### src/rtl/prra_grant_ctrl_if.sv
// Grant-control bus between the requesters/NoC input ports and the arbiter back end.
// master = requester side (drives request/done), slave = arbiter side (drives grant outputs).
interface prra_grant_ctrl_if #(
    parameter int WIDTH      = 4,
    parameter int LOG2_WIDTH = 2
);
    // Level handshake: a requester holds request[i] high for as long as it wants the
    // resource; the arbiter answers with a registered one-hot grant that stays put until
    // the owner pulses done or drops its request. grant_valid is always |grant.
    logic [WIDTH-1:0]      request;
    logic                  done;
    logic [WIDTH-1:0]      grant;
    logic [LOG2_WIDTH-1:0] grant_idx;
    logic                  grant_valid;

    modport master (
        output request,
        output done,
        input  grant,
        input  grant_idx,
        input  grant_valid
    );

    modport slave (
        input  request,
        input  done,
        output grant,
        output grant_idx,
        output grant_valid
    );
endinterface

### src/rtl/prra_grant_ctrl.sv
// Pseudo-round-robin grant controller: rotating priority from state+STATE_OFFSET, held one-hot grant.
// Optional macro PRRA_GRANT_CTRL_BACK2BACK_EN re-arbitrates on release with no idle bubble.
module prra_grant_ctrl #(
    parameter int WIDTH        = 4,
    parameter int LOG2_WIDTH   = 2,
    parameter int STATE_OFFSET = 1
) (
    input  logic              clk,
    input  logic              rst,
    prra_grant_ctrl_if.slave  bus,
    output logic              dbg_busy
);

    typedef enum logic {
        IDLE = 1'b0,
        BUSY = 1'b1
    } fsm_t;

    fsm_t                  cur, nxt;
    logic [WIDTH-1:0]      grant_q, grant_n;
    logic [LOG2_WIDTH-1:0] state_q, state_n;
    logic                  release_now;
    logic [LOG2_WIDTH:0]   idle_pick;

    // Returns {found, index}. Scanning from the far end downward lets the nearest
    // requester (smallest rotation distance) overwrite, so it wins. Modulo WIDTH keeps
    // non-power-of-2 widths wrapping correctly.
    function automatic logic [LOG2_WIDTH:0] pick(input logic [WIDTH-1:0]      req,
                                                 input logic [LOG2_WIDTH-1:0] base);
        logic [LOG2_WIDTH:0] r;
        int                  idx;
        r = '0;
        for (int i = WIDTH - 1; i >= 0; i--) begin
            idx = (int'(base) + STATE_OFFSET + i) % WIDTH;
            if (req[idx]) r = {1'b1, LOG2_WIDTH'(idx)};
        end
        return r;
    endfunction

    assign idle_pick   = pick(bus.request, state_q);
    assign release_now = bus.done || !bus.request[state_q];

`ifdef PRRA_GRANT_CTRL_BACK2BACK_EN
    logic [LOG2_WIDTH:0] b2b_pick;
    assign b2b_pick = pick(bus.request & ~(WIDTH'(1) << state_q), state_q);
`endif

    always_ff @(posedge clk or posedge rst) begin
        if (rst) begin
            cur     <= IDLE;
            grant_q <= '0;
            state_q <= LOG2_WIDTH'(WIDTH - 1);
        end else begin
            cur     <= nxt;
            grant_q <= grant_n;
            state_q <= state_n;
        end
    end

    always_comb begin
        nxt     = cur;
        grant_n = grant_q;
        state_n = state_q;
        case (cur)
            IDLE: begin
                // done is meaningless without an owner, so it is not looked at here
                if (idle_pick[LOG2_WIDTH]) begin
                    nxt     = BUSY;
                    state_n = idle_pick[LOG2_WIDTH-1:0];
                    grant_n = WIDTH'(1) << idle_pick[LOG2_WIDTH-1:0];
                end
            end
            BUSY: begin
                if (release_now) begin
`ifdef PRRA_GRANT_CTRL_BACK2BACK_EN
                    if (b2b_pick[LOG2_WIDTH]) begin
                        state_n = b2b_pick[LOG2_WIDTH-1:0];
                        grant_n = WIDTH'(1) << b2b_pick[LOG2_WIDTH-1:0];
                    end else begin
                        nxt     = IDLE;
                        grant_n = '0;
                    end
`else
                    nxt     = IDLE;
                    grant_n = '0;
`endif
                end
            end
            default: begin
                nxt     = IDLE;
                grant_n = '0;
            end
        endcase
    end

    assign bus.grant       = grant_q;
    assign bus.grant_idx   = state_q;
    assign bus.grant_valid = |grant_q;
    assign dbg_busy        = (cur == BUSY);

endmodule
### src/flat_wrapper.sv
// flat-port wrapper written by rule: the top's interface ports become plain ports
module prra_grant_ctrl_flat 
#(
    parameter int WIDTH        = 4,
    parameter int LOG2_WIDTH   = 2,
    parameter int STATE_OFFSET = 1
)
  (clk, rst, dbg_busy, bus_request, bus_done, bus_grant, bus_grant_idx, bus_grant_valid);
  prra_grant_ctrl_if #(.WIDTH(WIDTH), .LOG2_WIDTH(LOG2_WIDTH)) bus_i ();
  input  logic clk;
  input  logic rst;
  output logic dbg_busy;
  input wire logic [$bits(bus_i.request)-1:0] bus_request;
  input wire logic [$bits(bus_i.done)-1:0] bus_done;
  output wire logic [$bits(bus_i.grant)-1:0] bus_grant;
  output wire logic [$bits(bus_i.grant_idx)-1:0] bus_grant_idx;
  output wire logic [$bits(bus_i.grant_valid)-1:0] bus_grant_valid;
  assign bus_i.request = bus_request;
  assign bus_i.done = bus_done;
  assign bus_grant = bus_i.grant;
  assign bus_grant_idx = bus_i.grant_idx;
  assign bus_grant_valid = bus_i.grant_valid;
  prra_grant_ctrl #(.WIDTH(WIDTH), .LOG2_WIDTH(LOG2_WIDTH), .STATE_OFFSET(STATE_OFFSET)) u_core (.clk(clk), .rst(rst), .bus(bus_i), .dbg_busy(dbg_busy));
endmodule
### config.mk
export PLATFORM = sky130hd
export DESIGN_NAME = prra_grant_ctrl_flat
export DESIGN_NICKNAME = d
export VERILOG_FILES = /design/src/rtl/prra_grant_ctrl_if.sv /design/src/rtl/prra_grant_ctrl.sv /design/src/flat_wrapper.sv
export SDC_FILE = /design/constraint.sdc
export NUM_CORES = 1
export LEC_CHECK = 0
export CORE_AREA = 2 2 39 41
export CTS_CLUSTER_DIAMETER = 80
export DETAILED_ROUTE_END_ITERATION = 7
export DIE_AREA = 0 0 41 43
export PLACE_DENSITY_LB_ADDON = 0.2
export SKIP_LAST_GASP = 1
export SYNTH_ARGS = -nofsm -noshare
export SYNTH_HDL_FRONTEND = slang
export SYNTH_SLANG_ARGS = --single-unit
export TNS_END_PERCENT = 30
### constraint.sdc
create_clock -name clk -period 2.2 [get_ports clk]
set_clock_uncertainty 0.2 [all_clocks]
set_input_delay 0.22 -clock clk [delete_from_list [all_inputs] [get_ports clk]]
set_output_delay 0.22 -clock clk [all_outputs]
set_load 0.02 [all_outputs]
==> impl_metrics.toml <==
[cells_and_area]
area_growth_pct = 45.8
drive_gt1_frac = 0.196
layout.nets = 64
diodes = 0
fillCellCount = 149
final_cell_mix = "clkdlybuf4s50_1, dfrtp_1"
final-seq-area_um2 = 178
multi_input_comb_area_um2 = 218
layout_commonest_cell = "clkdlybuf4s50_1"

[worst_setup_path]
cpLargestDelayFamily = "buffers and inverters"
crit_buf_inv = 1
reg2regPathDepth = 4
critPathMaxStageDelay_ps = 550
cp_cell_sequence = "or4_1 > clkdlybuf4s50_1"
arrival_ps = 1700
r2r-end = "u_core.bus.grant[1]"
crit_path_max_fanout = 3
timing.rr.start = "u_core.bus.grant_idx[1]"
cp.depth = 2
critPathCapture = "bus_grant_valid"
cp-end-kind = "primary output"
crit_type = "flop to primary output"
crit_start = "u_core.bus.grant[0]"
reg2reg_slack_ps = 390
slowest_stage = "clkdlybuf4s50_1"
start_kind = "flop"
required_ps = 1780

[timing]
fmax_mhz = 472
tightestPinTransition_ps = 414
finalCritPeriodShare = 0.963
relSlewSlack = 0.722
hold-worst-slack_ps = -0.518
hold_viol_final = 3
slew_viol_final = 0
finalSetupViolCount = 0
tns_ps = 0
min_period_ps = 2120
grt_setup_unrepaired = "no"

[route]
wirelength_um = 853
vias_per_cell = 4.99
vias = 359
detail-route-antenna-nets = 0
wl_per_cell_um = 11.8
drt_iter0_drc = 2
drcViolationCount = 0
drt-pass1-iter-count = 2

[clock_network]
cts_tree = "yes"
clk_pin_slew_worst_paths_ps = 50
cts.path.max_buffers = 2
cts_sinks = 7
cts_inserted_buffers = 3
cts_resized = 0
cts-hold-fix-buffers = 0
htree_levels = 1
cts_root_buf = "clkbuf_4"
post_cts_buffers = 0
clock_latency_ps = 250

[logic_synthesis]
synthCells = 38
ys_warn_count = 0
avgSynthCellArea_um2 = 10.7
synth_nets = 45
ys_seq_elements = 7
syn_area_um2 = 407
synth_seq_area_share = 0.437
yosysUniqueCellTypes = 22

[floorplan]
io_pins = 15
die_y_um = 43
rows = 14
start_util = 0.294
die_area_mm2 = 0.00176
core_mm2 = 0.00138
die_w_um = 41

[power_and_ir_drop]
seq_power_share = 0.322
swShare = 0.398
pwr-share-clk = 0.135
pwr-share-comb = 0.543
power_density_mw_per_mm2 = 1420
peakVddDrop_mv = 0.541
p_leak_uw = 0.000237
p_sw_uw = 335
intPower_uw = 508

[global_route]
grt_util_all_layers = 0.123
overflow = 0
grt_max_degree = 9
grt_pass1_wl_um = 1440
antenna_found_initial = 0
grt_pass1_vias = 357

[placed_design]
gp_congestion = 0.723
place_hpwl_um = 645
numPortBuffers = 14

[run_status]
outcome = "complete, but fails checks"
violations = "negative hold slack"

[flow_run]
drv_cap = 0

[hold_path]
hp-class = "input pin to asynchronous set/reset pin"
## routing by layer
metal,up-vias,share of wire,global-route usage
li1,181,-,-
met1,163,0.49,0.163
met2,13,0.40,0.169
met3,2,0.082,0.0314
met4,0,0.022,0.0800
met5,-,0,0
## synthesized netlist by cell type (all sizes together)
master   n  area share
nand2    1      0.0092
dfstp    2        0.13
o21ai    4       0.058
inv      3       0.028
o211ai   1       0.018
mux4     1       0.055
nand3    1       0.012
nor4     1       0.052
nor2     3       0.028
o22a     1       0.025
a211o    1       0.025
a21boi   1       0.018
a211oi   1       0.018
or4      1       0.018
a22o     2       0.043
dfrtp    5        0.31
nand2b   3       0.046
nor3     1       0.012
a21oi    2       0.025
nand3b   1       0.028
o2bb2ai  2       0.043
## layout make-up
| cell class | instances | share of cell area |
|---|---|---|
| multi-input cells | 28 | 0.367 |
| well taps | 16 | 0.0338 |
| inverters | 3 | 0.0190 |
| flip-flops and latches | 7 | 0.300 |
| repair buffers | 14 | 0.236 |
| clock buffers | 4 | 0.0443 |
## per-stage QoR
| stage | std cells | util | instance area [um2] | total power, uW | setup WS [ps] |
|---|---|---|---|---|---|
| finish | 72 | 0.429 | 593 | 843 | 81.8 |
| global route | 72 | 0.429 | 593 | 908 | 26.8 |
| CTS | 72 | 0.429 | 593 | 858 | 71.7 |
| detailed placement | 68 | 0.410 | 567 | 736 | 176 |
| global placement | 68 | 0.410 | 567 | 741 | 183 |
| floorplan | 38 | - | 407 | 529 | 375 |
## sequential cells by signal, summed over array words and instances, names as in the netlist
signal and flops:
u_core.bus.grant 4, u_core.bus.grant_idx 2, u_core.dbg_busy 1
## how the worst min path moves through the flow
| stage | startpoint | endpoint | slack [ps] | cells past startpoint |
|---|---|---|---|---|
| global placement | rst | u_core.dbg_busy | 270 | 2 |
| CTS | rst | u_core.dbg_busy | 6 | 2 |
| detailed placement | rst | u_core.dbg_busy | 270 | 2 |
| finish | rst | u_core.dbg_busy | -0.5 | 2 |
| global route | rst | u_core.bus.grant[3] | 30 | 2 |
| floorplan | rst | u_core.bus.grant[0] | -180 | 1 |
## worst reg2reg max path: stages, from the launching register on
cell	delay, ps
dfstp_2	600
mux4_2	530
nand3b_2	100
o21ai_2	90
a22o_1	190
## logic make-up after synthesis
| group | Yosys count | share of synthesized area |
|---|---|---|
| buffers and inverters | 3 | 0.0277 |
| muxes | 1 | 0.0554 |
| and+or+nand+nor | 12 | 0.206 |
| AOI/OAI and AO/OA | 15 | 0.274 |
| DFF | 7 | 0.437 |
## power by group through the flow
stage | sequential, uW | combinational [uW] | clock [uW]
after global placement | 276 | 465 | 0
final | 271 | 458 | 114
after CTS | 273 | 465 | 120
after global routing | 284 | 496 | 127
after floorplan | 336 | 193 | 0
after detailed placement | 275 | 462 | 0
Note: power is estimated with default switching activity, not from simulation.
